==> config.mk <==
export PLATFORM = sky130hd
export DESIGN_NAME = instr_prefetch_unit_flat
export DESIGN_NICKNAME = d
export VERILOG_FILES = /design/src/rtl/instr_prefetch_unit_if.sv /design/src/rtl/instr_prefetch_unit.sv /design/src/flat_wrapper.sv
export SDC_FILE = /design/constraint.sdc
export NUM_CORES = 1
export LEC_CHECK = 0
export ABC_AREA = 1
export BUFFER_PORTS_ARGS = -buffer_cell sky130_fd_sc_hd__buf_2
export CAP_MARGIN = 10
export CORE_MARGIN = 3
export CORE_UTILIZATION = 49
export DETAILED_ROUTE_END_ITERATION = 12
export PLACE_DENSITY = 0.71
export SYNTH_ARGS = -nofsm -noshare
export SYNTH_HDL_FRONTEND = slang
export SYNTH_SLANG_ARGS = --single-unit
==> constraint.sdc <==
create_clock -name clk -period 8 [get_ports clk]
set_clock_uncertainty 0.15 [all_clocks]
set_input_delay 1.2 -clock clk [delete_from_list [all_inputs] [get_ports clk]]
set_output_delay 1.2 -clock clk [all_outputs]
set_load 0.005 [all_outputs]
==> src/rtl/instr_prefetch_unit_if.sv <==
// Memory-side req/gnt/rvalid fetch bus between the prefetch unit (master) and instruction memory (slave).
interface instr_prefetch_unit_if;
  logic        mem_req;
  logic [31:0] mem_addr;
  logic        mem_gnt;
  logic        mem_rvalid;
  logic [31:0] mem_rdata;

  modport master (
    output mem_req,
    output mem_addr,
    input  mem_gnt,
    input  mem_rvalid,
    input  mem_rdata
  );

  modport slave (
    input  mem_req,
    input  mem_addr,
    output mem_gnt,
    output mem_rvalid,
    output mem_rdata
  );
endinterface

==> src/rtl/instr_prefetch_unit.sv <==
// Instruction prefetch front end: credit-limited fetch, DEPTH-entry word/PC FIFO, redirect with stale-response discard.
// Optional PREFETCH_PERF_EN adds saturating perf_flushes / perf_dropped / perf_starve counters.
module instr_prefetch_unit #(
  parameter int unsigned DEPTH           = 4,
  parameter int unsigned MAX_OUTSTANDING = 2,
  parameter logic [31:0] RESET_PC        = 32'd0,
  parameter logic [31:0] PC_STEP         = 32'd2
) (
  input  logic        clk,
  input  logic        reset,
  input  logic        redirect,
  input  logic [31:0] redirect_pc,
  output logic        instr_valid,
  output logic [31:0] instr,
  output logic [31:0] instr_pc,
  input  logic        instr_ready,
  instr_prefetch_unit_if.master mem_bus
`ifdef PREFETCH_PERF_EN
  ,
  output logic [31:0] perf_flushes,
  output logic [31:0] perf_dropped,
  output logic [31:0] perf_starve
`endif
);

  localparam int unsigned PTR_W = $clog2(DEPTH);
  localparam int unsigned CNT_W = $clog2(DEPTH + 1);
  localparam int unsigned OUT_W = $clog2(MAX_OUTSTANDING + 1);

  typedef enum logic {RUN = 1'b0, FLUSH = 1'b1} state_e;

  state_e           state, state_nxt;
  logic [31:0]      fetch_pc, fetch_pc_nxt;
  logic [OUT_W-1:0] outstanding, outstanding_nxt;
  logic [OUT_W-1:0] discard_cnt, discard_nxt;
  logic [PTR_W-1:0] rd_ptr, rd_ptr_nxt, wr_ptr, wr_ptr_nxt;
  logic [PTR_W-1:0] pq_rd, pq_wr;
  logic [CNT_W-1:0] count, count_nxt;
  logic [31:0]      fifo_data [DEPTH];
  logic [31:0]      fifo_pc   [DEPTH];
  logic [31:0]      pq_pc     [DEPTH];

  logic             mem_req_q, mem_req_nxt;
  logic [31:0]      mem_addr_q, mem_addr_nxt;
  logic             instr_valid_nxt;
  logic [31:0]      instr_nxt, instr_pc_nxt;
  logic             grant, resp, push, pop, credit_ok, head_is_push;
  logic [31:0]      resp_pc;

  assign mem_bus.mem_req  = mem_req_q;
  assign mem_bus.mem_addr = mem_addr_q;

  // Responses with nothing outstanding are protocol errors and are ignored entirely.
  assign grant   = mem_req_q & mem_bus.mem_gnt;
  assign resp    = mem_bus.mem_rvalid & (outstanding != '0);
  assign resp_pc = pq_pc[pq_rd];
  assign pop     = instr_valid & instr_ready & ~redirect;
  assign push    = resp & (discard_cnt == '0) & ~redirect;

  // Datapath next values; redirect overrides everything and clears the FIFO.
  always_comb begin
    outstanding_nxt = outstanding + OUT_W'(grant) - OUT_W'(resp);
    fetch_pc_nxt    = fetch_pc;
    discard_nxt     = discard_cnt;
    rd_ptr_nxt      = rd_ptr + PTR_W'(pop);
    wr_ptr_nxt      = wr_ptr + PTR_W'(push);
    count_nxt       = count + CNT_W'(push) - CNT_W'(pop);
    if (grant) fetch_pc_nxt = fetch_pc + PC_STEP;
    if (resp && (discard_cnt != '0)) discard_nxt = discard_cnt - OUT_W'(1);
    if (redirect) begin
      fetch_pc_nxt = redirect_pc;
      discard_nxt  = outstanding_nxt;
      rd_ptr_nxt   = '0;
      wr_ptr_nxt   = '0;
      count_nxt    = '0;
    end
    credit_ok = ((32'(outstanding_nxt) + 32'(count_nxt)) < DEPTH) &&
                (32'(outstanding_nxt) < MAX_OUTSTANDING);
  end

  always_ff @(posedge clk) begin
    if (!reset) state <= RUN;
    else        state <= state_nxt;
  end

  always_comb begin
    state_nxt = state;
    if (redirect)                                   state_nxt = (outstanding_nxt != '0) ? FLUSH : RUN;
    else if ((state == FLUSH) && (discard_nxt == '0)) state_nxt = RUN;
  end

  // Registered-output next values; a word pushed into an empty (or draining) FIFO becomes the head directly.
  always_comb begin
    mem_req_nxt     = 1'b0;
    mem_addr_nxt    = fetch_pc_nxt;
    instr_valid_nxt = (count_nxt != '0);
    instr_nxt       = instr;
    instr_pc_nxt    = instr_pc;
    head_is_push    = push && (count == CNT_W'(pop));
    if ((state_nxt == RUN) && !redirect && credit_ok) mem_req_nxt = 1'b1;
    if (head_is_push) begin
      instr_nxt    = mem_bus.mem_rdata;
      instr_pc_nxt = resp_pc;
    end else if (!redirect && (count_nxt != '0)) begin
      instr_nxt    = fifo_data[rd_ptr_nxt];
      instr_pc_nxt = fifo_pc[rd_ptr_nxt];
    end
  end

  always_ff @(posedge clk) begin
    if (!reset) begin
      fetch_pc    <= RESET_PC;
      outstanding <= '0;
      discard_cnt <= '0;
      rd_ptr      <= '0;
      wr_ptr      <= '0;
      count       <= '0;
      pq_rd       <= '0;
      pq_wr       <= '0;
      mem_req_q   <= 1'b0;
      mem_addr_q  <= RESET_PC;
      instr_valid <= 1'b0;
      instr       <= '0;
      instr_pc    <= '0;
    end else begin
      fetch_pc    <= fetch_pc_nxt;
      outstanding <= outstanding_nxt;
      discard_cnt <= discard_nxt;
      rd_ptr      <= rd_ptr_nxt;
      wr_ptr      <= wr_ptr_nxt;
      count       <= count_nxt;
      if (grant) pq_wr <= pq_wr + PTR_W'(1);
      if (resp)  pq_rd <= pq_rd + PTR_W'(1);
      mem_req_q   <= mem_req_nxt;
      mem_addr_q  <= mem_addr_nxt;
      instr_valid <= instr_valid_nxt;
      instr       <= instr_nxt;
      instr_pc    <= instr_pc_nxt;
    end
  end

  // Storage arrays: FIFO payload and the PC of every granted-but-unanswered request.
  always_ff @(posedge clk) begin
    if (push) begin
      fifo_data[wr_ptr] <= mem_bus.mem_rdata;
      fifo_pc[wr_ptr]   <= resp_pc;
    end
    if (grant) pq_pc[pq_wr] <= fetch_pc;
  end

`ifdef PREFETCH_PERF_EN
  always_ff @(posedge clk) begin
    if (!reset) begin
      perf_flushes <= '0;
      perf_dropped <= '0;
      perf_starve  <= '0;
    end else begin
      if (redirect && (perf_flushes != '1)) perf_flushes <= perf_flushes + 32'd1;
      if (resp && (redirect || (discard_cnt != '0)) && (perf_dropped != '1))
        perf_dropped <= perf_dropped + 32'd1;
      if (!instr_valid && (perf_starve != '1)) perf_starve <= perf_starve + 32'd1;
    end
  end
`endif

  a_no_orphan_rvalid: assert property (@(posedge clk) disable iff (!reset)
    !(mem_bus.mem_rvalid && (outstanding == '0)));

endmodule

==> src/flat_wrapper.sv <==
// flat-port wrapper written by rule: the top's interface ports become plain ports
module instr_prefetch_unit_flat 
#(
  parameter int unsigned DEPTH           = 4,
  parameter int unsigned MAX_OUTSTANDING = 2,
  parameter logic [31:0] RESET_PC        = 32'd0,
  parameter logic [31:0] PC_STEP         = 32'd2
)
  (clk, reset, redirect, redirect_pc, instr_valid, instr, instr_pc, instr_ready, mem_bus_mem_req, mem_bus_mem_addr, mem_bus_mem_gnt, mem_bus_mem_rvalid, mem_bus_mem_rdata);
  instr_prefetch_unit_if mem_bus_i ();
  input  logic clk;
  input  logic reset;
  input  logic redirect;
  input  logic [31:0] redirect_pc;
  output logic instr_valid;
  output logic [31:0] instr;
  output logic [31:0] instr_pc;
  input  logic instr_ready;
  output wire logic [$bits(mem_bus_i.mem_req)-1:0] mem_bus_mem_req;
  output wire logic [$bits(mem_bus_i.mem_addr)-1:0] mem_bus_mem_addr;
  input wire logic [$bits(mem_bus_i.mem_gnt)-1:0] mem_bus_mem_gnt;
  input wire logic [$bits(mem_bus_i.mem_rvalid)-1:0] mem_bus_mem_rvalid;
  input wire logic [$bits(mem_bus_i.mem_rdata)-1:0] mem_bus_mem_rdata;
  assign mem_bus_mem_req = mem_bus_i.mem_req;
  assign mem_bus_mem_addr = mem_bus_i.mem_addr;
  assign mem_bus_i.mem_gnt = mem_bus_mem_gnt;
  assign mem_bus_i.mem_rvalid = mem_bus_mem_rvalid;
  assign mem_bus_i.mem_rdata = mem_bus_mem_rdata;
  instr_prefetch_unit #(.DEPTH(DEPTH), .MAX_OUTSTANDING(MAX_OUTSTANDING), .RESET_PC(RESET_PC), .PC_STEP(PC_STEP)) u_core (.clk(clk), .reset(reset), .redirect(redirect), .redirect_pc(redirect_pc), .instr_valid(instr_valid), .instr(instr), .instr_pc(instr_pc), .instr_ready(instr_ready), .mem_bus(mem_bus_i));
endmodule
Yosys cells after proc, flatten, opt, wreduce, memory -nomap -nowiden:

Memory sizes are Yosys's and may differ from the RTL's. A register that Yosys moved wholly into a read port is not among the register bits.
Index checks and enable logic that the tools add are counted.

* register bits after elaboration: 114
* output and inout port bits: 98
* input port bits: 70
* memories: 3
* RAM bits: 384
* logic and storage cells: 76

Memories
* u_core.fifo_data: depth 4, width 32, read ports 1, clocked after Yosys merged registers in 0, wr ports 1, RTL line instr_prefetch_unit.sv:39 `logic [31:0] fifo_data [DEPTH];`
* u_core.fifo_pc: depth 4, width 32, read ports 1, clocked after Yosys merged registers in 0, wr ports 1, RTL line instr_prefetch_unit.sv:40 `logic [31:0] fifo_pc [DEPTH];`
* u_core.pq_pc: depth 4, width 32, read ports 1, clocked after Yosys merged registers in 1, wr ports 1, RTL line instr_prefetch_unit.sv:41 `logic [31:0] pq_pc [DEPTH];`

* bitwise gates (word level): 9
* reduce and logical (&&, ||, !) cells: 17
* $lt $le $gt $ge: 2
* add/sub/neg operators: 11
* mux-type cells: 20
* equality and inequality tests: 1

Operators with widths (count)
* 32-bit 2-to-1 mux: 6
* 32-bit by 2-bit adder with 32-bit output (second input constant): 1
* 32-bit by 3-bit less-than comparator with 1-bit output (second input constant): 1
* 2-bit 2-to-1 mux: 5
* 2-bit nonzero test: 5
* 1-bit 2-to-1 mux: 8
* 1-bit logical AND: 7
* 2-bit by 1-bit adder with 2-bit output: 3
* 1-bit AND: 6
* 2-bit by 1-bit adder with 2-bit output (second input constant): 2
* 2-bit by 3-bit adder with 4-bit output: 1
* 2-bit logical NOT: 2
* 3-bit by 1-bit adder with 3-bit output: 1
* 3-bit by 1-bit == test with 1-bit output: 1
* 3-bit 2-to-1 mux: 1
* 1-bit NOT: 3
* 3-bit nonzero test: 1
* 3-bit by 1-bit subtractor with 3-bit output: 1
* 2-bit less-than comparator (second input constant): 1
* 2-bit OR reduction: 1
* 2-bit by 1-bit subtractor with 2-bit output: 1
* 2-bit by 1-bit subtractor with 2-bit output (second input constant): 1
* 1-bit logical NOT: 1

Depth between registers and ports, before layout:

* depth after elaboration: 13
* gate-level depth with buffers: 19
* gate-level depth less buffers: 18

Worst setup path after synthesis:

No wires, ideal clock.

* path type: input to register
* start point: input port redirect
* end point: memory u_core.fifo_data[0][0] (enable)
* buffers on the path: 1
* data arrival time: 5.959 ns
* path slack: 1.326 ns
* stages: 4
* setup time: 0.565 ns
* required time: 7.285 ns
* path through: buf_4 > nor2_2 > nand2_1 > nor3_1

* cells in the longest elaborated chain, start to end: 4

RTL lines
* start, declared: RTL line flat_wrapper.sv:13 `input logic redirect;`
* 1-bit NOT: RTL line instr_prefetch_unit.sv:58 `assign push = resp & (discard_cnt == '0) & ~redirect;`
* 1-bit AND: RTL line instr_prefetch_unit.sv:58
* 1-bit 2-to-1 mux: RTL line instr_prefetch_unit.sv:144 `if (push) begin`
* 1-bit 2-to-1 mux (not written as such): RTL line instr_prefetch_unit.sv:145 `fifo_data[wr_ptr] <= mem_bus.mem_rdata;`
* end, declared: RTL line instr_prefetch_unit.sv:39

No other way between the ends.

Worst setup path in the final report:

* start point: input port redirect
* end point: register u_core.instr_pc[7]

* cells in the longest elaborated chain, start to end: 8
* elaborated cells on any way between the ends: 17
* those cells by class: add/sub (3); eq/ne (1); mux (4); bitwise (3); reduce/logical (5); memory (1)

RTL lines
* 1-bit NOT: RTL line instr_prefetch_unit.sv:57, instr_prefetch_unit.sv:58
* 1-bit AND: RTL line instr_prefetch_unit.sv:58
* 3-bit by 1-bit adder with 3-bit output: RTL line instr_prefetch_unit.sv:67 `count_nxt = count + CNT_W'(push) - CNT_W'(pop);`
* 3-bit by 1-bit subtractor with 3-bit output: RTL line instr_prefetch_unit.sv:67
* 3-bit 2-to-1 mux (*): RTL line instr_prefetch_unit.sv:70 `if (redirect) begin`
* via u_core.count_nxt[1]: RTL line instr_prefetch_unit.sv:38 `logic [CNT_W-1:0] count, count_nxt;`
* 3-bit nonzero test (*): RTL line instr_prefetch_unit.sv:104 `end else if (!redirect && (count_nxt != '0)) begin`
* 1-bit logical AND (*): RTL line instr_prefetch_unit.sv:104
* 2-bit nonzero test (no line) (*)
* end signal, assigned: RTL line instr_prefetch_unit.sv:138 `instr_pc <= instr_pc_nxt;`
* end, declared: RTL line instr_prefetch_unit.sv:15 `output logic [31:0] instr_pc,`

Mark *: on every way through the listed nets, which the timed path passes. The rest lies on a longest branch. The select of a mux whose other input is x is not followed.
A chain may end at the register's enable or synchronous reset.

==> results.cfg <==
[synthesis]
avgSynthCellArea_um2 = 10.10
synth_compound_area_share_pct = 7.262
ys.flop_type = edfxtp_1
synth.distinct_cells = 34
synth_edf_count = 384
synth_nets = 2188
ys_ff_latch = 500
synthesis.area_um2 = 21260
netlist_top_cells_area = edfxtp_1 (54%), dfxtp_1 (11%), nand2_1 (7.7%), nand3_1 (4.5%), nand4_1 (4.0%)
yosys.area.top_type_share_pct = 54.23
netlist_instances = 2106
synthMuxAreaShare_pct = 0
synth_top_family_by_area = simple AND/OR/NAND/NOR gates
synthSimpleGateAreaFrac_pct = 19.33
ys_seq_area_share_pct = 65.16
postSynth.asyncResetShare_pct = 0
synthXorXnorAreaFrac_pct = 0.6238
yosysWarnings = 0
synthAdderAreaFrac_pct = 0.7415
synth_top_cell_by_area = edfxtp_1

[setup_path]
critPathMaxStageDelay_ns = 0.67
regToRegStartpoint = u_core.discard_cnt[0]
cp_cell_sequence = buf_2, inv_4, nand3_2, xor2_4, ha_1, inv_1, fa_1, nor2_2, a21oi_1, nand2_2, nor2_4, buf_4, nand2_1, nand2_1, inv_1, a21oi_1
crit_fanout = 64
endpoint_kind = flip-flop
r2r_cells = 16
reg2reg_to = u_core.instr_pc[25]
cp-start-kind = primary input
crit_slowest_cell = buf_4
cp.arrival_ns = 5.00
critical_path_required_ns = 8.35
critPathKind = primary input to flip-flop
regToRegSetupSlack_ns = 4.38

[clock_tree]
cts_hold_buf = 0
root_buffer = clkbuf_16
cts.sinks = 500
clk_pin_slew_ns = 0.06
numCtsBuffers = 50
clkLatencyLatePin_ns = 0.59
post_cts_resized = 0
clockBufferDepth = 3
cts_setup_buffers = 0
ctsHtreeMaxLevel = 2
cts_tree = done

[job]
drv_cap = 0

[final_layout]
drive_gt1_share_pct = 13.04
n_fill_cell = 3564
fin_area_um2 = 24000
area_growth_pct = 12.86
nNetsFinal = 2295

[sta]
slew_violations = 0
worst_pin_slew_ns = 1.142
hold_viol = 0
setup-tns-final_ns = 0
max_freq_ghz = 0.2150
fin_crit_sh_pct = 58.13
slew_headroom_pct = 23.84
min_period_ns = 4.650
rsz0062_at_grt = no
finalSetupViolCount = 0

[worst_hold_path]
min_path_cells = 1
worstHoldEndpoint = u_core.mem_bus.mem_req
hp-start = u_core.state
min_path_type = flip-flop to flip-flop

[floorplanning]
core_region_area_um2 = 42420
dieHeight_um = 214.3
die_w_um = 214.3
die-area_um2 = 45930
io_pins = 168
rows = 75
start_util_pct = 50.13

[grt]
antenna_found_initial = 1
grtUsageTotal_pct = 22.35
grt_pass1_wl_um = 82550
grt_pass1_vias = 15090
overflow = 0
grt_max_degree = 98

[place]
place_area_um2 = 22440
gp_congestion = 0.8672
dp_hpwl_um = 29730
io_buffers = 167

[drt]
drt_iter0_drc = 1467
drt_wl_total_um = 52630
dr.pass1.iters = 5
wire_per_inst_um = 18.57
vias = 15830
antenna_left = 0
viasPerCell = 5.585
drc = 0

[power]
vdd_drop_max_v = 0.0001696
power_density_nw_per_um2 = 269.6
cellLeakagePower_nw = 9.496

[run_status]
status = complete, no violations
## cell families after synthesis
kind of cell    after synthesis
simple gates                925
flops                       500
buf+inv                     361
compound gates              295
xor+xnor                     13
fa+ha+maj                    12
## through the flow
stage | hold slack, ns | instances | utilization [%] | setup WS, ns | total power [mW]
floorplan | 0.2592 | 2106 | - | 1.326 | 3.879
global placement | 0.2806 | 2738 | 52.91 | 2.996 | 4.251
detailed placement | 0.2765 | 2738 | 52.91 | 2.809 | 4.291
CTS | 0.3001 | 2832 | 56.56 | 3.420 | 6.503
global route | 0.3182 | 2833 | 56.57 | 3.018 | 6.753
finish | 0.3095 | 2834 | 56.57 | 3.350 | 6.469
## state kept, by name, summed over array words and instances (netlist names), 3 cells and up, named ones only
signal / count
u_core.fifo_data: 128
u_core.fifo_pc: 128
u_core.pq_pc: 128
u_core.fetch_pc: 32
u_core.instr: 32
u_core.instr_pc: 32
u_core.count: 3
## Yosys cell counts (all sizes together) (3+ instances only)
cell type / n
nor3: 11
buf: 68
o21ai: 124
inv: 227
nand2: 439
edfxtp: 384
ha: 11
o22ai: 33
dfxtp: 116
clkbuf: 65
a31oi: 15
xor2: 10
nand4: 135
nand3: 195
nor2: 143
xnor2: 3
a21oi: 120
## power breakdown
| part | switching (mW) | total (mW) | internal, mW |
|---|---|---|---|
| combinational | 0.740 | 1.06 | 0.318 |
| sequential | 0.113 | 3.19 | 3.07 |
| clock | 0.967 | 2.22 | 1.26 |
| total | 1.82 | 6.47 | 4.65 |
## layer usage
| layer | vias to the layer above | share of wire [%] | GRT usage, % |
|---|---|---|---|
| met1 | 7556 | 43 | 31.30 |
| li1 | 7464 | - | - |
| met2 | 704 | 46 | 35.67 |
| met4 | 0 | 2.8 | 7.518 |
| met3 | 103 | 7.7 | 3.868 |
| met5 | - | 0 | 0 |
## layout by cell type, fill, tap and decap left out, types with 9 or more instances in the layout
master,count
a31oi_1,15
dfxtp_1,116
buf_2,167
nor2_1,132
o21ai_1,11
o21ai_0,113
nand3_1,192
nand2_1,434
buf_4,21
clkbuf_1,19
ha_1,11
o22ai_1,33
inv_2,11
nand4_1,135
edfxtp_1,384
inv_1,215
xor2_1,9
clkbuf_16,50
a21oi_1,120
## critical path: cells and delay by family
kind	cells	cell delay, ns
AOI/OAI and AO/OA	2	0.30
and+or+nand+nor	6	0.74
adders and majority gates	2	0.69
buffers and inverters	5	1.79
xor gates and xnor gates	1	0.20
## final cells by class
| type | count | area (µm²) | area share, % |
|---|---|---|---|
| Tap cell | 577 | 721.9 | 3.009 |
| Clock inverter | 22 | 185.2 | 0.7717 |
| Multi-Input combinational cell | 1245 | 6015 | 25.07 |
| Inverter | 228 | 858.3 | 3.577 |
| Timing Repair Buffer | 188 | 993.5 | 4.140 |
| Antenna cell | 2 | 5.005 | 0.02086 |
| Sequential cell | 500 | 13850 | 57.73 |
| Clock buffer | 72 | 1364 | 5.684 |
## how the worst max path moves through the flow
stage                                        end  cells past startpoint  slack, ns      from
after global routing          u_core.instr_pc[7]                     16       3.02  redirect
after global placement       u_core.instr_pc[23]                     16       3.00  redirect
after floorplan           u_core.fifo_data[0][0]                      4       1.33  redirect
after detailed placement      u_core.instr_pc[7]                     16       2.81  redirect
final                         u_core.instr_pc[7]                     16       3.35  redirect
after CTS                     u_core.instr_pc[7]                     16       3.42  redirect
(Power assumes the default switching activity.)
